## src/rtl/control_pkg.sv

```systemverilog
// control_pkg: shared definitions for the multicycle RV64 control unit.
// Holds the FSM state encoding, instruction classes, opcode constants,
// ALU function codes, ALU B-source selects, splice (access width) codes
// and the funct3 -> splice mapping helper.
package control_pkg;

  typedef enum logic [3:0] {
    FETCH0   = 4'd0,
    FETCH1   = 4'd1,
    DECODE   = 4'd2,
    R_EX     = 4'd3,
    I_EX     = 4'd4,
    LUI_EX   = 4'd5,
    WB_ALU   = 4'd6,
    MEM_ADDR = 4'd7,
    MEM_RD0  = 4'd8,
    MEM_RD1  = 4'd9,
    WB_MEM   = 4'd10,
    MEM_WR   = 4'd11,
    BRANCH   = 4'd12,
    HALT     = 4'd13
  } state_t;

  typedef enum logic [2:0] {
    CLS_R       = 3'd0,
    CLS_I       = 3'd1,
    CLS_LOAD    = 3'd2,
    CLS_STORE   = 3'd3,
    CLS_BRANCH  = 3'd4,
    CLS_LUI     = 3'd5,
    CLS_ILLEGAL = 3'd6
  } instr_class_t;

  localparam logic [6:0] OP_R      = 7'b0110011;
  localparam logic [6:0] OP_I      = 7'b0010011;
  localparam logic [6:0] OP_LOAD   = 7'b0000011;
  localparam logic [6:0] OP_STORE  = 7'b0100011;
  localparam logic [6:0] OP_BRANCH = 7'b1100011;
  localparam logic [6:0] OP_LUI    = 7'b0110111;
  localparam logic [6:0] OP_SYSTEM = 7'b1110011;

  localparam logic [3:0] ALU_ADD   = 4'b0000;
  localparam logic [3:0] ALU_SUB   = 4'b0001;
  localparam logic [3:0] ALU_AND   = 4'b0010;
  localparam logic [3:0] ALU_OR    = 4'b0011;
  localparam logic [3:0] ALU_XOR   = 4'b0100;
  localparam logic [3:0] ALU_SLT   = 4'b0101;
  localparam logic [3:0] ALU_SEQ   = 4'b0110;
  localparam logic [3:0] ALU_PASSB = 4'b0111;

  localparam logic [1:0] SRCB_REG  = 2'b00;
  localparam logic [1:0] SRCB_FOUR = 2'b01;
  localparam logic [1:0] SRCB_IMM  = 2'b10;
  localparam logic [1:0] SRCB_IMM2 = 2'b11;

  localparam logic [1:0] SPLICE_D = 2'b00;
  localparam logic [1:0] SPLICE_W = 2'b01;
  localparam logic [1:0] SPLICE_H = 2'b10;
  localparam logic [1:0] SPLICE_B = 2'b11;

  // Access-width map for loads/stores; returns {legal, splice}.
  function automatic logic [2:0] splice_map(input logic [2:0] funct3);
    logic [2:0] res;
    case (funct3)
      3'b011:  res = {1'b1, SPLICE_D};
      3'b010:  res = {1'b1, SPLICE_W};
      3'b001:  res = {1'b1, SPLICE_H};
      3'b000:  res = {1'b1, SPLICE_B};
      default: res = {1'b0, SPLICE_D};
    endcase
    return res;
  endfunction

endpackage

```

## src/rtl/instr_class_decode.sv

```systemverilog
// instr_class_decode: combinational classification of the IR contents.
// Ports:
//   instruction_in - IR contents
//   instr_class    - instruction class (R, I, LOAD, STORE, BRANCH, LUI, ILLEGAL)
//   alu_op         - ALU function for the execute step of this instruction
//   splice         - load/store width select derived from funct3
//   legal          - funct fields form a supported instruction within its class
module instr_class_decode
  import control_pkg::*;
(
  input  logic [31:0]  instruction_in,
  output instr_class_t instr_class,
  output logic [3:0]   alu_op,
  output logic [1:0]   splice,
  output logic         legal
);

  logic [6:0] opcode_s;
  logic [2:0] funct3_s;
  logic [6:0] funct7_s;
  logic [2:0] map_s;
  logic       unused_fields_s;

  assign opcode_s        = instruction_in[6:0];
  assign funct3_s        = instruction_in[14:12];
  assign funct7_s        = instruction_in[31:25];
  assign map_s           = splice_map(funct3_s);
  // Register/immediate fields are the datapath's business, not the controller's.
  assign unused_fields_s = ^{instruction_in[24:15], instruction_in[11:7]};

  // Classify by opcode, then pick the ALU function and legality from funct fields.
  always_comb begin
    instr_class = CLS_ILLEGAL;
    alu_op      = ALU_ADD;
    splice      = SPLICE_D;
    legal       = 1'b0;
    case (opcode_s)
      OP_R: begin
        instr_class = CLS_R;
        legal       = 1'b1;
        case ({funct7_s, funct3_s})
          10'b0000000_000: alu_op = ALU_ADD;
          10'b0100000_000: alu_op = ALU_SUB;
          10'b0000000_111: alu_op = ALU_AND;
          10'b0000000_110: alu_op = ALU_OR;
          10'b0000000_100: alu_op = ALU_XOR;
          10'b0000000_010: alu_op = ALU_SLT;
          default:         legal  = 1'b0;
        endcase
      end
      OP_I: begin
        instr_class = CLS_I;
        legal       = 1'b1;
        case (funct3_s)
          3'b000:  alu_op = ALU_ADD;
          3'b111:  alu_op = ALU_AND;
          3'b110:  alu_op = ALU_OR;
          3'b100:  alu_op = ALU_XOR;
          3'b010:  alu_op = ALU_SLT;
          default: legal  = 1'b0;
        endcase
      end
      OP_LOAD: begin
        instr_class     = CLS_LOAD;
        {legal, splice} = map_s;
      end
      OP_STORE: begin
        instr_class     = CLS_STORE;
        {legal, splice} = map_s;
      end
      OP_BRANCH: begin
        instr_class = CLS_BRANCH;
        legal       = 1'b1;
        case (funct3_s)
          3'b000:  alu_op = ALU_SUB;   // beq: taken when difference is zero
          3'b001:  alu_op = ALU_SEQ;   // bne: SEQ yields zero when operands differ
          default: legal  = 1'b0;
        endcase
      end
      OP_LUI: begin
        instr_class = CLS_LUI;
        alu_op      = ALU_PASSB;
        legal       = 1'b1;
      end
      OP_SYSTEM: instr_class = CLS_ILLEGAL;
      default:   instr_class = CLS_ILLEGAL;
    endcase
  end

endmodule

```

## src/rtl/multicycle_control.sv

```systemverilog
// multicycle_control: Moore FSM sequencing the multicycle RV64 datapath.
// Ports:
//   clk, reset (synchronous, active low)
//   instruction_in - IR contents, stable from DECODE onward
//   PCWrite, PCWriteCond, PCSource, ALUSrcA, ALUSrcB, ALUOp, LoadAOut,
//   RegWrite, LoadRegA, LoadRegB, MemToReg, DMemOp, LoadMDR, LoadSplice,
//   StoreSplice, IMemRead, IRWrite - datapath control flags
//   halted    - set while parked in HALT
//   state_out - current state encoding for debug
// FETCH0 and MEM_RD0 repeat IMEM_LAT / DMEM_LAT times using a wait counter.
module multicycle_control
  import control_pkg::*;
#(
  parameter int IMEM_LAT = 1,
  parameter int DMEM_LAT = 1
) (
  input  logic        clk,
  input  logic        reset,
  input  logic [31:0] instruction_in,
  output logic        PCWrite,
  output logic        PCWriteCond,
  output logic        PCSource,
  output logic        ALUSrcA,
  output logic [1:0]  ALUSrcB,
  output logic [3:0]  ALUOp,
  output logic        LoadAOut,
  output logic        RegWrite,
  output logic        LoadRegA,
  output logic        LoadRegB,
  output logic        MemToReg,
  output logic        DMemOp,
  output logic        LoadMDR,
  output logic [1:0]  LoadSplice,
  output logic [1:0]  StoreSplice,
  output logic        IMemRead,
  output logic        IRWrite,
  output logic        halted,
  output logic [3:0]  state_out
);

  localparam logic [1:0] IMEM_LAST = 2'(IMEM_LAT - 1);
  localparam logic [1:0] DMEM_LAST = 2'(DMEM_LAT - 1);

  state_t       state_r, next_state_s;
  logic [1:0]   wait_r;
  instr_class_t dec_class_s;
  logic [3:0]   dec_alu_op_s;
  logic [1:0]   dec_splice_s;
  logic         dec_legal_s;

  logic       pc_write_s, pc_write_cond_s, pc_source_s, alu_src_a_s;
  logic [1:0] alu_src_b_s, load_splice_s, store_splice_s;
  logic [3:0] alu_op_s;
  logic       load_aout_s, reg_write_s, load_reg_a_s, load_reg_b_s;
  logic       mem_to_reg_s, dmem_op_s, load_mdr_s, imem_read_s, ir_write_s;

  instr_class_decode u_decode (
    .instruction_in (instruction_in),
    .instr_class    (dec_class_s),
    .alu_op         (dec_alu_op_s),
    .splice         (dec_splice_s),
    .legal          (dec_legal_s)
  );

  // Next-state selection.
  always_comb begin
    next_state_s = state_r;
    case (state_r)
      FETCH0:   next_state_s = (wait_r == IMEM_LAST) ? FETCH1 : FETCH0;
      FETCH1:   next_state_s = DECODE;
      DECODE: begin
        case (dec_class_s)
          CLS_R:                next_state_s = R_EX;
          CLS_I:                next_state_s = I_EX;
          CLS_LOAD, CLS_STORE:  next_state_s = MEM_ADDR;
          CLS_BRANCH:           next_state_s = BRANCH;
          CLS_LUI:              next_state_s = LUI_EX;
          default:              next_state_s = HALT;
        endcase
      end
      R_EX, I_EX: next_state_s = dec_legal_s ? WB_ALU : HALT;
      LUI_EX:     next_state_s = WB_ALU;
      WB_ALU:     next_state_s = FETCH0;
      MEM_ADDR: begin
        if (!dec_legal_s) next_state_s = HALT;
        else if (dec_class_s == CLS_LOAD) next_state_s = MEM_RD0;
        else next_state_s = MEM_WR;
      end
      MEM_RD0:  next_state_s = (wait_r == DMEM_LAST) ? MEM_RD1 : MEM_RD0;
      MEM_RD1:  next_state_s = WB_MEM;
      WB_MEM:   next_state_s = FETCH0;
      MEM_WR:   next_state_s = FETCH0;
      BRANCH:   next_state_s = dec_legal_s ? FETCH0 : HALT;
      HALT:     next_state_s = HALT;
      default:  next_state_s = HALT;
    endcase
  end

  // State register and wait-state counter.
  always_ff @(posedge clk) begin
    if (!reset) begin
      state_r <= FETCH0;
      wait_r  <= 2'd0;
    end else begin
      state_r <= next_state_s;
      if ((state_r == FETCH0 || state_r == MEM_RD0) && next_state_s == state_r) begin
        wait_r <= wait_r + 2'd1;
      end else begin
        wait_r <= 2'd0;
      end
    end
  end

  // Per-state control flags; anything not set in a state stays 0.
  always_comb begin
    pc_write_s = 1'b0; pc_write_cond_s = 1'b0; pc_source_s = 1'b0; alu_src_a_s = 1'b0;
    alu_src_b_s = SRCB_REG; alu_op_s = ALU_ADD; load_aout_s = 1'b0; reg_write_s = 1'b0;
    load_reg_a_s = 1'b0; load_reg_b_s = 1'b0; mem_to_reg_s = 1'b0; dmem_op_s = 1'b0;
    load_mdr_s = 1'b0; load_splice_s = SPLICE_D; store_splice_s = SPLICE_D;
    imem_read_s = 1'b0; ir_write_s = 1'b0;
    case (state_r)
      FETCH0: imem_read_s = 1'b1;
      FETCH1: begin
        imem_read_s = 1'b1; ir_write_s = 1'b1;
        alu_src_b_s = SRCB_FOUR; alu_op_s = ALU_ADD; pc_write_s = 1'b1;
      end
      DECODE: begin
        load_reg_a_s = 1'b1; load_reg_b_s = 1'b1;
        alu_src_b_s = SRCB_IMM2; alu_op_s = ALU_ADD; load_aout_s = 1'b1;
      end
      R_EX: begin
        alu_src_a_s = 1'b1; alu_src_b_s = SRCB_REG;
        alu_op_s = dec_alu_op_s; load_aout_s = dec_legal_s;
      end
      I_EX: begin
        alu_src_a_s = 1'b1; alu_src_b_s = SRCB_IMM;
        alu_op_s = dec_alu_op_s; load_aout_s = dec_legal_s;
      end
      LUI_EX: begin
        alu_src_b_s = SRCB_IMM; alu_op_s = ALU_PASSB; load_aout_s = 1'b1;
      end
      WB_ALU: reg_write_s = 1'b1;
      MEM_ADDR: begin
        alu_src_a_s = 1'b1; alu_src_b_s = SRCB_IMM;
        alu_op_s = ALU_ADD; load_aout_s = dec_legal_s;
      end
      MEM_RD0: imem_read_s = 1'b0;
      MEM_RD1: load_mdr_s = 1'b1;
      WB_MEM: begin
        reg_write_s = 1'b1; mem_to_reg_s = 1'b1; load_splice_s = dec_splice_s;
      end
      MEM_WR: begin
        dmem_op_s = 1'b1; store_splice_s = dec_splice_s;
      end
      BRANCH: begin
        alu_src_a_s = 1'b1; alu_src_b_s = SRCB_REG; pc_source_s = 1'b1;
        alu_op_s = dec_alu_op_s; pc_write_cond_s = dec_legal_s;
      end
      HALT:    imem_read_s = 1'b0;
      default: imem_read_s = 1'b0;
    endcase
  end

  // Reset holds every control flag low so nothing fires while reset is held.
  assign PCWrite     = reset & pc_write_s;
  assign PCWriteCond = reset & pc_write_cond_s;
  assign PCSource    = reset & pc_source_s;
  assign ALUSrcA     = reset & alu_src_a_s;
  assign ALUSrcB     = reset ? alu_src_b_s : 2'b00;
  assign ALUOp       = reset ? alu_op_s : 4'b0000;
  assign LoadAOut    = reset & load_aout_s;
  assign RegWrite    = reset & reg_write_s;
  assign LoadRegA    = reset & load_reg_a_s;
  assign LoadRegB    = reset & load_reg_b_s;
  assign MemToReg    = reset & mem_to_reg_s;
  assign DMemOp      = reset & dmem_op_s;
  assign LoadMDR     = reset & load_mdr_s;
  assign LoadSplice  = reset ? load_splice_s : 2'b00;
  assign StoreSplice = reset ? store_splice_s : 2'b00;
  assign IMemRead    = reset & imem_read_s;
  assign IRWrite     = reset & ir_write_s;
  assign halted      = reset & (state_r == HALT);
  assign state_out   = state_r;

endmodule

```

## config.mk

```make
export PLATFORM = sky130hd
export DESIGN_NAME = multicycle_control
export DESIGN_NICKNAME = d
export VERILOG_FILES = /design/src/rtl/control_pkg.sv /design/src/rtl/instr_class_decode.sv /design/src/rtl/multicycle_control.sv
export SDC_FILE = /design/constraint.sdc
export NUM_CORES = 1
export LEC_CHECK = 0
export ABC_CLOCK_PERIOD_IN_PS = 3900
export CORE_UTILIZATION = 36
export DETAILED_ROUTE_END_ITERATION = 6
export MAX_ROUTING_LAYER = met4
export PLACE_DENSITY_LB_ADDON = 0.2
export SLEW_MARGIN = 20
export SYNTH_ARGS = -nofsm -noshare
export SYNTH_HDL_FRONTEND = slang
export SYNTH_HIERARCHICAL = 1
export SYNTH_SLANG_ARGS = --single-unit
```

## constraint.sdc

```tcl
create_clock -name clk -period 3.9 [get_ports clk]
set_clock_uncertainty 0.2 [all_clocks]
set_input_delay 1.17 -clock clk [delete_from_list [all_inputs] [get_ports clk]]
set_output_delay 1.17 -clock clk [all_outputs]
set_load 0.01 [all_outputs]
```

==> impl_metrics.prom, run 1 <==
# TYPE chip_impl_metric gauge
chip_impl_metric{name="setup_slack",unit="ps"} -421
chip_impl_metric{name="totalWireLength",unit="um"} 3740
chip_impl_metric{name="route.detailed.vias_per_inst",unit=""} 5.22
chip_impl_metric{name="final-seq-area",unit="um^2"} 120
chip_impl_metric{name="synth_compound_area_share",unit="%"} 25.2
chip_impl_metric{name="detailedRoute.firstPassIterationCount",unit=""} 4
chip_impl_metric{name="finalNonFillerCells",unit=""} 286
chip_impl_metric{name="post_synth_inst_count",unit=""} 165
chip_impl_metric{name="ys.warnings.count",unit=""} 6
chip_impl_metric{name="combinational_fraction_of_design_power",unit="%"} 75.7
chip_impl_metric{name="die-width",unit="um"} 59.4
chip_impl_metric{name="layout_worst_path_cycle_share",unit="%"} 111
chip_impl_metric{name="slew_headroom",unit="%"} 53.5
chip_impl_metric{name="routedWlPerCell",unit="um"} 13.1
chip_impl_metric{name="placeableCoreArea",unit="um^2"} 3100
chip_impl_metric{name="yosys.area_share.simple",unit="%"} 48.9
chip_impl_metric{name="design.die.area",unit="um^2"} 3530
chip_impl_metric{name="placement_rows",unit=""} 20
chip_impl_info{name="outcome",value="finished, violations left"} 1
chip_impl_metric{name="insertedDiodeCount",unit=""} 0
chip_impl_metric{name="track_usage",unit="%"} 23.4
chip_impl_metric{name="p_sw",unit="mW"} 0.383
chip_impl_info{name="ys_dominant_reg_cell",value="dfxtp_1"} 1
chip_impl_metric{name="postCtsHoldBufs",unit=""} 0
chip_impl_metric{name="clkLatencyLatePin",unit="ps"} 250
chip_impl_info{name="synth_top_family_by_area",value="simple AND/OR/NAND/NOR gates"} 1
chip_impl_metric{name="synthXorXnorAreaFrac",unit="%"} 2.95
chip_impl_info{name="capturing_element_type_of_the_critical_path",value="output pin"} 1
chip_impl_info{name="failing_checks",value="setup timing"} 1
chip_impl_metric{name="p_leak",unit="nW"} 0.820
chip_impl_metric{name="seq_cells_post_synth",unit=""} 6
chip_impl_metric{name="worst_slew_pin_slew",unit="ps"} 697
chip_impl_metric{name="initial_utilization",unit="%"} 38.3
chip_impl_metric{name="multi_input_comb_area",unit="um^2"} 1100
chip_impl_metric{name="post-dp-hpwl",unit="um"} 2870
chip_impl_metric{name="power_density",unit="nW/um^2"} 409
chip_impl_metric{name="wire_length_of_the_first_global_routing_pass",unit="um"} 6330
chip_impl_metric{name="min_period",unit="ps"} 4320
chip_impl_metric{name="synthAdderAreaFrac",unit="%"} 1.05
chip_impl_metric{name="fmaxAchievable",unit="GHz"} 0.231
chip_impl_metric{name="async_s_r_ff_share_synth",unit="%"} 0
chip_impl_info{name="tritoncts",value="built"} 1
chip_impl_metric{name="cts_num_sinks",unit=""} 6
chip_impl_metric{name="muxShareOfSynthArea",unit="%"} 0
chip_impl_metric{name="fin_hold_ws",unit="ps"} 224
chip_impl_metric{name="synth_fp_nets",unit=""} 200
chip_impl_metric{name="p_int",unit="mW"} 0.442
chip_impl_info{name="worst_setup_path_start_kind",value="input port"} 1
chip_impl_metric{name="crit_arrival",unit="ps"} 2950
chip_impl_metric{name="grt.overflow.total",unit=""} 0
chip_impl_metric{name="ios",unit=""} 62
chip_impl_metric{name="floorplan.die.height",unit="um"} 59.4
chip_impl_metric{name="power.sequential.fraction",unit="%"} 17.3
chip_impl_metric{name="clkPwrFrac",unit="%"} 7.0
chip_impl_metric{name="number_of_antenna_violations_at_the_first_check_in_global_routing",unit=""} 0
chip_impl_info{name="clk_root_buffer_cell",value="clkbuf_4"} 1
chip_impl_metric{name="syn_area",unit="um^2"} 1190
chip_impl_metric{name="area.growth.synth_to_final",unit="%"} 70.1
chip_impl_metric{name="via_count_of_the_first_global_routing_pass",unit=""} 1400
chip_impl_info{name="rsz0062_at_grt",value="yes"} 1
chip_impl_metric{name="final_net_count",unit=""} 279
chip_impl_metric{name="grt_start_max_net_pins",unit=""} 18
chip_impl_metric{name="fillerInstances",unit=""} 284
chip_impl_metric{name="post_route_drc",unit=""} 0
chip_impl_metric{name="drive_gt1_share",unit="%"} 46.7
chip_impl_info{name="hold_path_class",value="reg -> reg"} 1
chip_impl_metric{name="maxCapViolations",unit=""} 0
chip_impl_metric{name="finalHoldViolations",unit=""} 0
chip_impl_metric{name="vias",unit=""} 1492
chip_impl_metric{name="clockBufferDepth",unit=""} 2
chip_impl_metric{name="clkSlewWorstSetupHoldPaths",unit="ps"} 40
chip_impl_metric{name="net_switching_share_of_the_total_power",unit="%"} 46.4
chip_impl_metric{name="drt-initial-drc-count",unit=""} 45
chip_impl_metric{name="htreeDepth",unit=""} 1
chip_impl_metric{name="maximum_ir_drop_on_the_vdd_rail",unit="mV"} 0.262
chip_impl_metric{name="placement.io_buffers",unit=""} 45
chip_impl_metric{name="place_congestion",unit=""} 0.913
chip_impl_metric{name="pins_over_slew_limit",unit=""} 0
chip_impl_metric{name="synth_sequential_area_ratio",unit="%"} 10.1
chip_impl_metric{name="synthesis.area_per_instance",unit="um^2"} 7.20
chip_impl_metric{name="place_inst",unit=""} 274
chip_impl_metric{name="synth_edf_count",unit=""} 0
chip_impl_metric{name="netlist-cell-type-count",unit=""} 56
chip_impl_metric{name="postRouteAntennaNets",unit=""} 0
chip_impl_metric{name="cp.required",unit="ps"} 2530
chip_impl_metric{name="final-setup-viol-count",unit=""} 9
chip_impl_metric{name="cts_buffers",unit=""} 3
chip_impl_metric{name="critical_path.max_fanout",unit=""} 3
chip_impl_info{name="critical_path_class",value="in -> out"} 1
-- path summary, 6_finish.rpt --
kind	start	end	slack, ps	cells after the start
hold reg to reg	wait_r[0]	wait_r[0]	220	1
setup / recovery	instruction_in[30]	ALUOp[1]	-420	10
hold / removal	wait_r[0]	wait_r[0]	220	1
setup reg to reg	state_out[2]	state_out[1]	1890	5
-- metrics by stage --
stage	setup slack [ps]	cell area (um^2)	utilization (%)	TNS (ps)	total power [mW]
after global routing	-511	2020	65.1	-2080	0.902
after detailed placement	-1080	1850	59.5	-10630	0.746
after global placement	-976	1850	59.5	-9860	0.727
final	-421	2020	65.1	-1570	0.826
after CTS	-457	1960	63.1	-2080	0.808
after floorplan	5.83	1200	-	0	0.557
-- logic make-up after synthesis --
group / after synthesis
flip-flops: 6
adder cells (fa/ha/maj): 1
other: 1
XOR/XNOR: 4
AND/OR/NAND/NOR: 92
buffers and inverters: 20
AO/OA/AOI/OAI: 41
-- power by group through the flow --
stage	clock, mW	sequential (mW)	combinational (mW)
finish	0.0575	0.143	0.625
global route	0.0625	0.151	0.688
CTS	0.0589	0.142	0.607
detailed placement	0	0.144	0.603
global placement	0	0.141	0.586
floorplan	0	0.117	0.440
-- repair_timing --
action                     CTS  global route
resized for setup          105            40
pin swaps                   19            19
setup buffers                7             4
hold endpoints to repair     0             0
gates cloned                 0             0
setup endpoints to repair   21            16
-- layout make-up --
class                   instances  share of cell area (%)
multi-input cells             139                    54.3
repair buffers                 87                    34.6
flip-flops and latches          6                    5.95
well taps                      44                    2.73
inverters                       7                    1.30
clock buffers                   3                    1.12
-- sequential cells by signal (all words and copies together) (netlist names) --
name,count
wait_r,2
state_out,4
-- critical path: stages --
cell	delay (ps)
buf_6	90
or4_4	530
nor4_4	290
nor2_2	90
buf_4	150
o21ai_4	150
nor2b_4	160
o21ai_2	60
a21boi_2	120
buf_2	140
-- Yosys cell counts, types with 4 or more instances --
cell type | n | share of area (%)
nor2_1 | 17 | 5.4
a21boi_1 | 4 | 2.5
nor2b_1 | 7 | 3.7
buf_4 | 4 | 2.5
nand3_1 | 4 | 1.7
xnor2_1 | 4 | 3.0
o21a_1 | 6 | 3.8
nand2b_1 | 7 | 3.7
nand2_1 | 13 | 4.1
dfxtp_1 | 6 | 10
inv_1 | 6 | 1.9
and2_1 | 8 | 4.2
o21ai_0 | 8 | 3.4
buf_6 | 4 | 3.8
nor3_1 | 7 | 3.0
a21oi_1 | 7 | 3.0
-- cells in the final DEF (no fill, tap or decap), types with 2 or more instances in the layout --
master           instances
xnor2_1                  4
and2_1                   5
nor3_1                   5
o21ai_0                  5
o21ai_4                  2
buf_2                   10
a21oi_2                  2
or3_4                    4
nor2b_2                  2
o211ai_2                 2
clkdlybuf4s50_1         18
nor2b_1                  4
nand2_1                 12
nor2_1                  13
o221ai_1                 2
nor4bb_1                 2
nor2_2                   3
nor3_4                   2
buf_4                   41
nand3b_1                 3
buf_6                   10
clkbuf_4                 3
nor2b_4                  2
o21a_1                   6
nand4b_1                 2
a21oi_1                  5
or2_1                    2
clkbuf_2                 7
and2_4                   3
nor3_2                   2
o2bb2ai_1                2
nand2b_1                 6
nand3_1                  4
nor4_4                   2
nor2_4                   2
dfxtp_1                  6
a21boi_1                 3
inv_1                    5
-- layer usage --
| layer | global-route usage [%] | share of wire (%) | vias to the layer above | wire, um |
|---|---|---|---|---|
| li1 | - | - | 740 | - |
| met1 | 31.2 | 44 | 708 | 1660 |
| met2 | 39.8 | 52 | 44 | 1940 |
| met3 | 2.62 | 4.0 | 0 | 148 |
| met4 | 1.02 | 0 | 0 | 0 |
| met5 | - | 0 | - | 0 |
No activity file was read; power rests on OpenSTA's default activity.
==> run 2: changes to the inputs <==
CTS_CLUSTER_DIAMETER = 100   (was unset)
==> results of run 2 <==
Same layout as run 1: the final DEF is identical, and so are final timing and power.
